===== src/rtl/pc_seq_pkg.sv =====
// Shared types and constants for the program-counter sequencer.
//   PC_W     : PC and jump-target width
//   JPTR_W   : jump-table pointer width
//   RS_DEPTH : return-stack entries (power of two)
package pc_seq_pkg;

  localparam int unsigned PC_W     = 12;
  localparam int unsigned JPTR_W   = 5;
  localparam int unsigned RS_DEPTH = 4;

  typedef logic [PC_W-1:0] pc_t;

  typedef enum logic [1:0] {
    ST_IDLE = 2'd0,
    ST_RUN  = 2'd1,
    ST_DONE = 2'd2
  } state_e;

endpackage


===== src/rtl/ret_stack.sv =====
// LIFO return-address stack.
//   i_clk, i_rst_n : clock, async active-low clear
//   i_clr          : synchronous clear (empties the stack)
//   i_push, i_data : push i_data when not full
//   i_pop          : pop when not empty
//   o_full_c, o_empty_c, o_top_c : decoded status and top-of-stack entry
module ret_stack
  import pc_seq_pkg::*;
#(
  parameter int unsigned DEPTH = RS_DEPTH
) (
  input  logic i_clk,
  input  logic i_rst_n,
  input  logic i_clr,
  input  logic i_push,
  input  logic i_pop,
  input  pc_t  i_data,
  output logic o_full_c,
  output logic o_empty_c,
  output pc_t  o_top_c
);

  localparam int unsigned AW = $clog2(DEPTH);
  localparam int unsigned CW = AW + 1;

  pc_t           r_mem [DEPTH];
  logic [CW-1:0] r_depth;

  logic [AW-1:0] w_wr_idx;
  logic [AW-1:0] w_top_idx;
  logic          w_do_push;
  logic          w_do_pop;

  assign w_wr_idx  = r_depth[AW-1:0];
  assign w_top_idx = AW'(r_depth - CW'(1));
  assign o_full_c  = (r_depth == CW'(DEPTH));
  assign o_empty_c = (r_depth == '0);
  assign o_top_c   = r_mem[w_top_idx];
  assign w_do_push = i_push && !o_full_c && !i_clr;
  assign w_do_pop  = i_pop && !o_empty_c && !i_clr;

  // Depth counter; clear wins over push/pop.
  always_ff @(posedge i_clk or negedge i_rst_n) begin
    if (!i_rst_n) begin
      r_depth <= '0;
    end else if (i_clr) begin
      r_depth <= '0;
    end else if (w_do_push) begin
      r_depth <= r_depth + CW'(1);
    end else if (w_do_pop) begin
      r_depth <= r_depth - CW'(1);
    end
  end

  // Entry storage; contents above the depth pointer are don't-care.
  always_ff @(posedge i_clk or negedge i_rst_n) begin
    if (!i_rst_n) begin
      for (int i = 0; i < int'(DEPTH); i++) r_mem[i] <= '0;
    end else if (w_do_push) begin
      r_mem[w_wr_idx] <= i_data;
    end
  end

endmodule


===== src/rtl/pc_sequencer.sv =====
// Program-counter and branch sequencer for the fetch stage.
//   i_clk, i_rst_n   : clock, async active-low reset
//   i_start          : start pulse (from IDLE or DONE), restarts at PC 0
//   i_stall          : freeze all state this cycle (RUN)
//   i_branch, i_cond : conditional LUT jump, taken when both high
//   i_call, i_ret    : call through LUT / return via stack
//   i_halt           : end of program, enter DONE
//   i_jptr, o_jptr_c : LUT pointer, combinational pass-through
//   i_jump           : LUT target for o_jptr_c (same cycle)
//   o_pc             : fetch address
//   o_busy, o_done   : RUN / DONE indicators
//   o_stack_err      : sticky stack over/underflow, cleared by start
module pc_sequencer
  import pc_seq_pkg::*;
(
  input  logic              i_clk,
  input  logic              i_rst_n,
  input  logic              i_start,
  input  logic              i_stall,
  input  logic              i_branch,
  input  logic              i_cond,
  input  logic              i_call,
  input  logic              i_ret,
  input  logic              i_halt,
  input  logic [JPTR_W-1:0] i_jptr,
  input  pc_t               i_jump,
  output logic [JPTR_W-1:0] o_jptr_c,
  output pc_t               o_pc,
  output logic              o_busy,
  output logic              o_done,
  output logic              o_stack_err
);

  state_e r_state;
  pc_t    r_pc;
  logic   r_busy;
  logic   r_done;
  logic   r_err;

  pc_t    w_pc_inc;
  pc_t    w_top;
  logic   w_full;
  logic   w_empty;
  logic   w_advance;
  logic   w_clr;
  logic   w_push;
  logic   w_pop;

  assign o_jptr_c    = i_jptr;
  assign o_pc        = r_pc;
  assign o_busy      = r_busy;
  assign o_done      = r_done;
  assign o_stack_err = r_err;

  assign w_pc_inc = r_pc + PC_W'(1);

  // Stack control follows the same priority as the PC update below.
  always_comb begin
    w_advance = 1'b0;
    w_clr     = 1'b0;
    w_push    = 1'b0;
    w_pop     = 1'b0;
    w_advance = (r_state == ST_RUN) && !i_stall && !i_halt;
    w_clr     = i_start && (r_state != ST_RUN);
    w_pop     = w_advance && i_ret && !w_empty;
    w_push    = w_advance && !i_ret && i_call && !w_full;
  end

  ret_stack #(.DEPTH(RS_DEPTH)) u_ret_stack (
    .i_clk     (i_clk),
    .i_rst_n   (i_rst_n),
    .i_clr     (w_clr),
    .i_push    (w_push),
    .i_pop     (w_pop),
    .i_data    (w_pc_inc),
    .o_full_c  (w_full),
    .o_empty_c (w_empty),
    .o_top_c   (w_top)
  );

  // Sequencer FSM with registered PC and status outputs.
  always_ff @(posedge i_clk or negedge i_rst_n) begin
    if (!i_rst_n) begin
      r_state <= ST_IDLE;
      r_pc    <= '0;
      r_busy  <= 1'b0;
      r_done  <= 1'b0;
      r_err   <= 1'b0;
    end else begin
      case (r_state)
        ST_IDLE, ST_DONE: begin
          if (i_start) begin
            r_state <= ST_RUN;
            r_pc    <= '0;
            r_busy  <= 1'b1;
            r_done  <= 1'b0;
            r_err   <= 1'b0;
          end
        end
        ST_RUN: begin
          if (!i_stall) begin
            if (i_halt) begin
              r_state <= ST_DONE;
              r_busy  <= 1'b0;
              r_done  <= 1'b1;
            end else if (i_ret) begin
              if (w_empty) begin
                r_err <= 1'b1;
                r_pc  <= w_pc_inc;
              end else begin
                r_pc  <= w_top;
              end
            end else if (i_call) begin
              // Overflowing call still jumps; only the push is dropped.
              if (w_full) r_err <= 1'b1;
              r_pc <= i_jump;
            end else if (i_branch && i_cond) begin
              r_pc <= i_jump;
            end else begin
              r_pc <= w_pc_inc;
            end
          end
        end
        default: begin
          r_state <= ST_IDLE;
          r_pc    <= '0;
          r_busy  <= 1'b0;
          r_done  <= 1'b0;
        end
      endcase
    end
  end

endmodule

===== config.mk =====
export PLATFORM = sky130hd
export DESIGN_NAME = pc_sequencer
export DESIGN_NICKNAME = d
export VERILOG_FILES = /design/src/rtl/pc_seq_pkg.sv /design/src/rtl/ret_stack.sv /design/src/rtl/pc_sequencer.sv
export SDC_FILE = /design/constraint.sdc
export NUM_CORES = 1
export LEC_CHECK = 0
export CAP_MARGIN = 30
export CORE_ASPECT_RATIO = 0.7
export CORE_MARGIN = 4
export CORE_UTILIZATION = 59
export DETAILED_ROUTE_END_ITERATION = 10
export PLACE_DENSITY = 0.84
export SLEW_MARGIN = 20
export SYNTH_ARGS = -nofsm -noshare
export SYNTH_HDL_FRONTEND = slang
export SYNTH_SLANG_ARGS = --single-unit

===== constraint.sdc =====
create_clock -name i_clk -period 3.8 [get_ports i_clk]
set_input_delay 0.95 -clock i_clk [delete_from_list [all_inputs] [get_ports i_clk]]
set_output_delay 0.95 -clock i_clk [all_outputs]
set_load 0.01 [all_outputs]

==> run_results.csv, run 1 <==
group,metric,value,unit
clock_network,cts_htree_levels,3,
floorplanning,design.core.area,0.00576,mm^2
floorplanning,die_width,100,um
timing,drv_slew,0,
logic_synthesis,synth.yosys.seq_area_share,0.483,
logic_synthesis,syn_avg_cell_area,9.73,um^2
critical_path,critical_path.reg2reg.startpoint,"u_ret_stack.r_depth[0]",
timing,post-route-period-util,0.771,
placed_design,gp_routability_congestion,0.910,
placed_design,dp.final_hpwl,5.98,mm
clock_network,insertion_delay,0.35,ns
floorplanning,die_area,0.00729,mm^2
global_route,global_route.overflow_total,0,
timing,finalClockSkew,0.0117,ns
global_route,grt_pass1_vias,2796,
critical_path,crit-reg2reg-capture,"o_pc[8]",
clock_network,cts_tree,"done",
clock_network,cts_post_setup_buffers_inserted,0,
power_and_ir_drop,totalPowerFinal,2.34,mW
route,drt_iter0_markers,214,
clock_network,cts_root_buffer,"clkbuf_8",
critical_path,startpoint,"i_stall",
final_layout,layout-area-overhead-vs-synth,14.8,%
outcome,outcome,"completed",
logic_synthesis,synth-edff-count,0,
route,totalWireLength,8.76,mm
clock_network,cts_resized,0,
clock_network,cts.reportedPaths.clkPinSlew,0.06,ns
route,detailroute.via_count,2892,
final_layout,final_layout_size_suffix_gt1_frac,0.119,
global_route,globalRouteTotalUtil,0.264,
run,max_cap_viol_count,0,
clock_network,holdBufCountCts,0,
clock_network,cts_made_buffers,9,
final_layout,filler_cell_count,442,
global_route,grt_max_degree,69,
critical_path,start_kind,"primary input",
min_path,worstHoldStart,"u_ret_stack.r_mem[33]",
power_and_ir_drop,max-vdd-ir-drop,0.000310,V
route,drt_drc_violations_left,0,
critical_path,worstPathArrival,3.16,ns
floorplanning,starting_utilization_of_the_core_area,0.612,
timing,finalSetupViolations,0,
route,drtPass1Iterations,5,
route,wire_per_inst,18.7,um
global_route,global_route_wire_length_before_repair,14.6,mm
timing,max_fclk,341,MHz
floorplanning,die_height,72.6,um
final_layout,layout.nets,422,
critical_path,crit_required,4.03,ns
final_layout,combined_area_of_the_multi_input_logic_cells,0.00166,mm^2
timing,timing.setup.tns,0,ns
logic_synthesis,netlist_area,0.00352,mm^2
route,detail-route-antenna-nets,0,
min_path,min-delay-path-class,"reg -> reg",
power_and_ir_drop,leak_pwr,1.66,nW
global_route,number_of_antenna_violations_at_the_first_check_in_global_routing,0,
logic_synthesis,ys_async_sr_fraction,1.00,
timing,min_period,2.93,ns
timing,worstMarginPinSlew,0.861,ns
logic_synthesis,dominantRegCellSynth,"dfrtp_1",
critical_path,r2r.worst_path.cells,7,
floorplanning,rows,23,
logic_synthesis,post_synth_num_cell_types,42,
logic_synthesis,postSynthNetCount,394,
logic_synthesis,synthesis.yosys.warnings,0,
min_path,holdPathEnd,"u_ret_stack.r_mem[33]",
route,via_count_normalized_by_instance_count,6.17,
timing,grt_setup_unrepaired,"no",
power_and_ir_drop,power.density,579,mW/mm^2
final_layout,register_cell_area_after_layout,0.00170,mm^2
clock_network,clock_sinks,68,
timing,timing.final.hold_violations,0,
critical_path,category_of_the_most_critical_setup_path,"in -> reg",
placed_design,port_buf_inserts,35,
logic_synthesis,number_of_storage_elements_in_the_synthesis_netlist,68,
final_layout,antennaDiodeCount,0,
critical_path,critical_path.endpoint_type,"register",
clock_network,clock_tree_buffer_depth,2,
critical_path,rrSetupSlack,1.31,ns
critical_path,worstPathMaxFanout,23,
min_path,hold_depth,2,
floorplanning,io_pins,46,
timing,max-slew-margin-rel,0.426,
logic_synthesis,synth_cells,362,
-- flip-flops by register name, indices dropped and copies added (netlist names) --
signal / flops
o_pc: 12
o_stack_err: 1
o_done: 1
u_ret_stack.r_depth: 3
o_busy: 1
r_state: 2
u_ret_stack.r_mem: 48
-- kinds of logic (layout without fill, tap and decap cells) --
logic type,Yosys count,count (layout),share of synthesized area
adders and majority gates,6,6,0.0213
AOI/OAI and AO/OA,104,104,0.167
xor gates and xnor gates,11,11,0.0274
DFF,68,68,0.483
buffers and inverters,30,62,0.0444
and+or+nand+nor,127,127,0.167
muxes,16,16,0.0895
-- metrics by stage --
| stage | hold slack (ns) | std cells | utilization | setup slack [ns] | cell area (um^2) |
|---|---|---|---|---|---|
| 3_3_place_gp | 0.457 | 454 | 0.673 | 0.561 | 3880 |
| 3_5_place_dp | 0.469 | 454 | 0.673 | 0.506 | 3880 |
| 5_1_grt | 0.510 | 469 | 0.703 | 0.740 | 4050 |
| 6_report | 0.481 | 469 | 0.703 | 0.869 | 4050 |
| 2_1_floorplan | 0.444 | 362 | - | 1.38 | 3520 |
| 4_1_cts | 0.484 | 469 | 0.703 | 0.869 | 4050 |
-- metal layers --
layer | vias up | track usage | wire (um)
li1 | 1326 | - | -
met1 | 1430 | 0.373 | 3840
met2 | 123 | 0.400 | 4060
met3 | 13 | 0.0716 | 736
met4 | 0 | 0.0882 | 120
met5 | - | 0 | 0
-- power by group --
group	total [mW]	internal [mW]	switching [mW]	leakage [nW]
sequential	0.985	0.855	0.129	0.929
clock	0.531	0.267	0.264	0.0893
combinational	0.827	0.344	0.483	0.646
-- Yosys cell counts, drive strengths merged (3+ instances only) --
cell / count / area [um^2]
nand2: 73 / 279
dfrtp: 68 / 1700
o21ai: 63 / 315
a21oi: 19 / 95.1
nor2: 16 / 60.1
buf: 13 / 92.6
clkbuf: 12 / 45.0
mux4: 12 / 270
nand3: 9 / 45.0
xnor2: 9 / 78.8
nor3: 7 / 46.3
ha: 6 / 75.1
inv: 5 / 18.8
nand2b: 5 / 31.3
a32oi: 4 / 35.0
mux2: 4 / 45.0
nor2b: 4 / 25.0
o21a: 4 / 30.0
nor4: 3 / 18.8
o221ai: 3 / 26.3
-- worst max path at each step --
| stage | to | slack, ns |
|---|---|---|
| floorplan | o_pc[6] | 1.38 |
| global placement | u_ret_stack.r_mem[1] | 0.56 |
| detailed placement | u_ret_stack.r_mem[1] | 0.51 |
| CTS | u_ret_stack.r_mem[1] | 0.87 |
| global route | u_ret_stack.r_mem[1] | 0.74 |
| finish | u_ret_stack.r_mem[1] | 0.87 |
-- layout make-up --
class,instances,share of cell area
Timing Repair Buffer,42,0.0984
Inverter,5,0.00464
Clock inverter,2,0.00247
Sequential cell,68,0.421
Clock buffer,13,0.0393
Multi-Input combinational cell,264,0.411
Tap cell,75,0.0232
-- layout by cell type (no fill, tap or decap), types with 2 or more instances in the layout --
cell             count
nand2_1             71
dfrtp_1             68
o21ai_0             61
clkdlybuf4s50_1     34
a21oi_1             19
nor2_1              16
mux4_2              12
clkbuf_8            11
nand3_1              9
xnor2_1              9
buf_4                7
nor3_1               6
ha_1                 6
inv_1                5
nand2b_1             5
mux2_2               4
nor2b_1              4
o21a_1               4
a32oi_1              4
nor4_1               3
o221ai_1             3
or2_2                2
xor2_1               2
o21ai_1              2
nand2_2              2
or3b_2               2
o211ai_1             2
and3_1               2
a211oi_1             2
clkbuf_1             2
clkinv_2             2
-- critical path, stage by stage --
cell and delay (ns):
clkdlybuf4s50_1 0.48, or4b_4 0.60, nor3_4 0.28, nand2_1 0.43, mux2_2 0.42
Power figures use the tool's default switching activity.
==> run 2, diff against run 1 <==
CORE_UTILIZATION = 55   (was 59)
PLACE_DENSITY = 0.79   (was 0.84)
clock period = 2.9 ns   (was 3.8 ns; I/O delays follow)
==> run_results.csv, run 2 (synthesized netlist as in run 1, its figures left out) <==
group,metric,value,unit
outcome,outcome,"completed",
placed_design,port_buf_inserts,35,
global_route,grt_pass1_vias,2822,
critical_path,worstPathArrival,2.72,ns
placed_design,dp.final_hpwl,6.54,mm
global_route,global_route.overflow_total,0,
global_route,grt_max_degree,29,
critical_path,start_kind,"primary input",
clock_network,cts_resized,0,
timing,worstMarginPinSlew,0.784,ns
critical_path,peak_per_stage_delay_on_the_critical_path,0.60,ns
clock_network,clock_tree_buffer_depth,2,
floorplanning,die_width,104,um
timing,max-slew-margin-rel,0.477,
clock_network,cts_htree_levels,3,
timing,grt_setup_unrepaired,"no",
floorplanning,die_height,75.0,um
route,totalWireLength,9.27,mm
final_layout,layout_common_cells,"nand2_1 (71), dfrtp_1 (68), o21ai_0 (61)",
clock_network,cts.reportedPaths.clkPinSlew,0.08,ns
final_layout,finalCoreUtilization,0.668,
clock_network,holdBufCountCts,0,
final_layout,final_cells,481,
global_route,grt.met1_usage,0.343,
route,detail-route-antenna-nets,0,
timing,finalSetupViolations,0,
floorplanning,rows,24,
final_layout,antennaDiodeCount,0,
placed_design,gp_routability_congestion,0.848,
clock_network,clock_sinks,68,
global_route,globalRouteTotalUtil,0.255,
min_path,min-delay-path-class,"in -> async",
global_route,busiest_layer,"met2",
power_and_ir_drop,max-vdd-ir-drop,0.000341,V
clock_network,cts_post_setup_buffers_inserted,0,
final_layout,regMostFlops,"u_ret_stack.r_mem",
route,drt_drc_violations_left,0,
final_layout,filler_cell_count,493,
floorplanning,starting_utilization_of_the_core_area,0.567,
power_and_ir_drop,leak_pwr,1.71,nW
timing,finalClockSkew,0.0111,ns
clock_network,cts_root_buffer,"clkbuf_8",
route,via_count_normalized_by_instance_count,6.14,
clock_network,insertion_delay,0.35,ns
critical_path,category_of_the_most_critical_setup_path,"in -> reg",
timing,timing.setup.tns,0,ns
timing,timing.final.hold_violations,0,
route,detailroute.via_count,2951,
final_layout,layout-area-overhead-vs-synth,17.9,%
critical_path,timing.critical_path.slowest_stage_cell,"or4b_4",
placed_design,placed_cells_incl_taps,466,
route,wire_per_inst,19.3,um
floorplanning,design.core.area,0.00622,mm^2
timing,post-route-period-util,0.865,
critical_path,crit_required,3.11,ns
critical_path,worstPathMaxFanout,16,
clock_network,cts_made_buffers,9,
global_route,use_met2,0.402,
power_and_ir_drop,power.density,764,mW/mm^2
final_layout,final_common_cell,"nand2_1",
critical_path,worstPathCellList,"clkdlybuf4s50_1, or4b_4, nor3_4, nand2_2, buf_4, nand2_1, o21ai_0",
clock_network,cts_tree,"done",
global_route,number_of_antenna_violations_at_the_first_check_in_global_routing,0,
floorplanning,io_pins,46,
critical_path,critical_path.endpoint_type,"register",
timing,max_fclk,399,MHz
final_layout,layout.nets,431,
timing,drv_slew,0,
floorplanning,die_area,0.00777,mm^2
route,drtPass1Iterations,7,
global_route,use_met3,0.0814,
power_and_ir_drop,totalPowerFinal,3.17,mW
global_route,global_route_wire_length_before_repair,14.9,mm
final_layout,final_layout_size_suffix_gt1_frac,0.141,
timing,min_period,2.51,ns
final_layout,largest_reg_flops,48,
route,drt_iter0_markers,311,
run,max_cap_viol_count,0,
==> run 2: changes by cell type in the layout (fill, tap and decap cells not counted) <==
cell / delta
clkbuf_1: -1
buf_12: +1
buf_4: +8
clkinv_2: -1
clkinvlp_4: +2
bufinv_16: +1
clkbuf_8: -1
==> run 2: stage by stage <==
stage          setup slack (ns)  cell area (um^2)  hold slack, ns
6_report                  0.393              4150           0.346
5_1_grt                   0.340              4150           0.366
4_1_cts                   0.425              4150           0.352
3_5_place_dp             0.0510              3960           0.469
3_3_place_gp              0.127              3960           0.459
2_1_floorplan             0.477              3520           0.429
==> run 2: area by class of cell <==
cell class | instances | area (um^2) | area share
well taps | 78 | 97.6 | 0.0235
inverters | 5 | 18.8 | 0.00452
flip-flops and latches | 68 | 1700 | 0.410
multi-input cells | 264 | 1660 | 0.401
clock buffers | 11 | 141 | 0.0341
clock inverters | 4 | 50.0 | 0.0121
repair buffers | 51 | 478 | 0.115
==> run 2: critical path, delay by kind of cell <==
family	cells	cell delay (ns)
buffers and inverters	2	0.73
AOI/OAI and AO/OA	1	0.07
and+or+nand+nor	4	1.18
==> run 2: final timing paths <==
path | from | to | slack [ns] | depth (start not counted)
setup reg to reg | o_pc[0] | o_pc[8] | 0.62 | 6
hold reg to reg | u_ret_stack.r_mem[26] | u_ret_stack.r_mem[26] | 0.48 | 2
max in group asynchronous | i_rst_n | u_ret_stack.r_depth[0] | 1.86 | 2
min in group i_clk | u_ret_stack.r_mem[26] | u_ret_stack.r_mem[26] | 0.48 | 2
setup / recovery | i_stall | u_ret_stack.r_mem[31] | 0.39 | 7
hold / removal | i_rst_n | o_pc[4] | 0.35 | 1
==> run 2: per-layer routing <==
layer  vias to the layer above  wire [um]  part of all wire
li1                       1347          -                 -
met1                      1418       3960              0.43
met2                       162       4230              0.46
met3                        24        891             0.096
met4                         0        186             0.020
met5                         -          0                 0
==> run 2: power breakdown <==
group / leakage (nW) / switching [mW] / internal (mW)
combinational: 0.690 / 0.648 / 0.457
clock: 0.0914 / 0.360 / 0.415
sequential: 0.929 / 0.173 / 1.12
total: 1.71 / 1.18 / 1.99
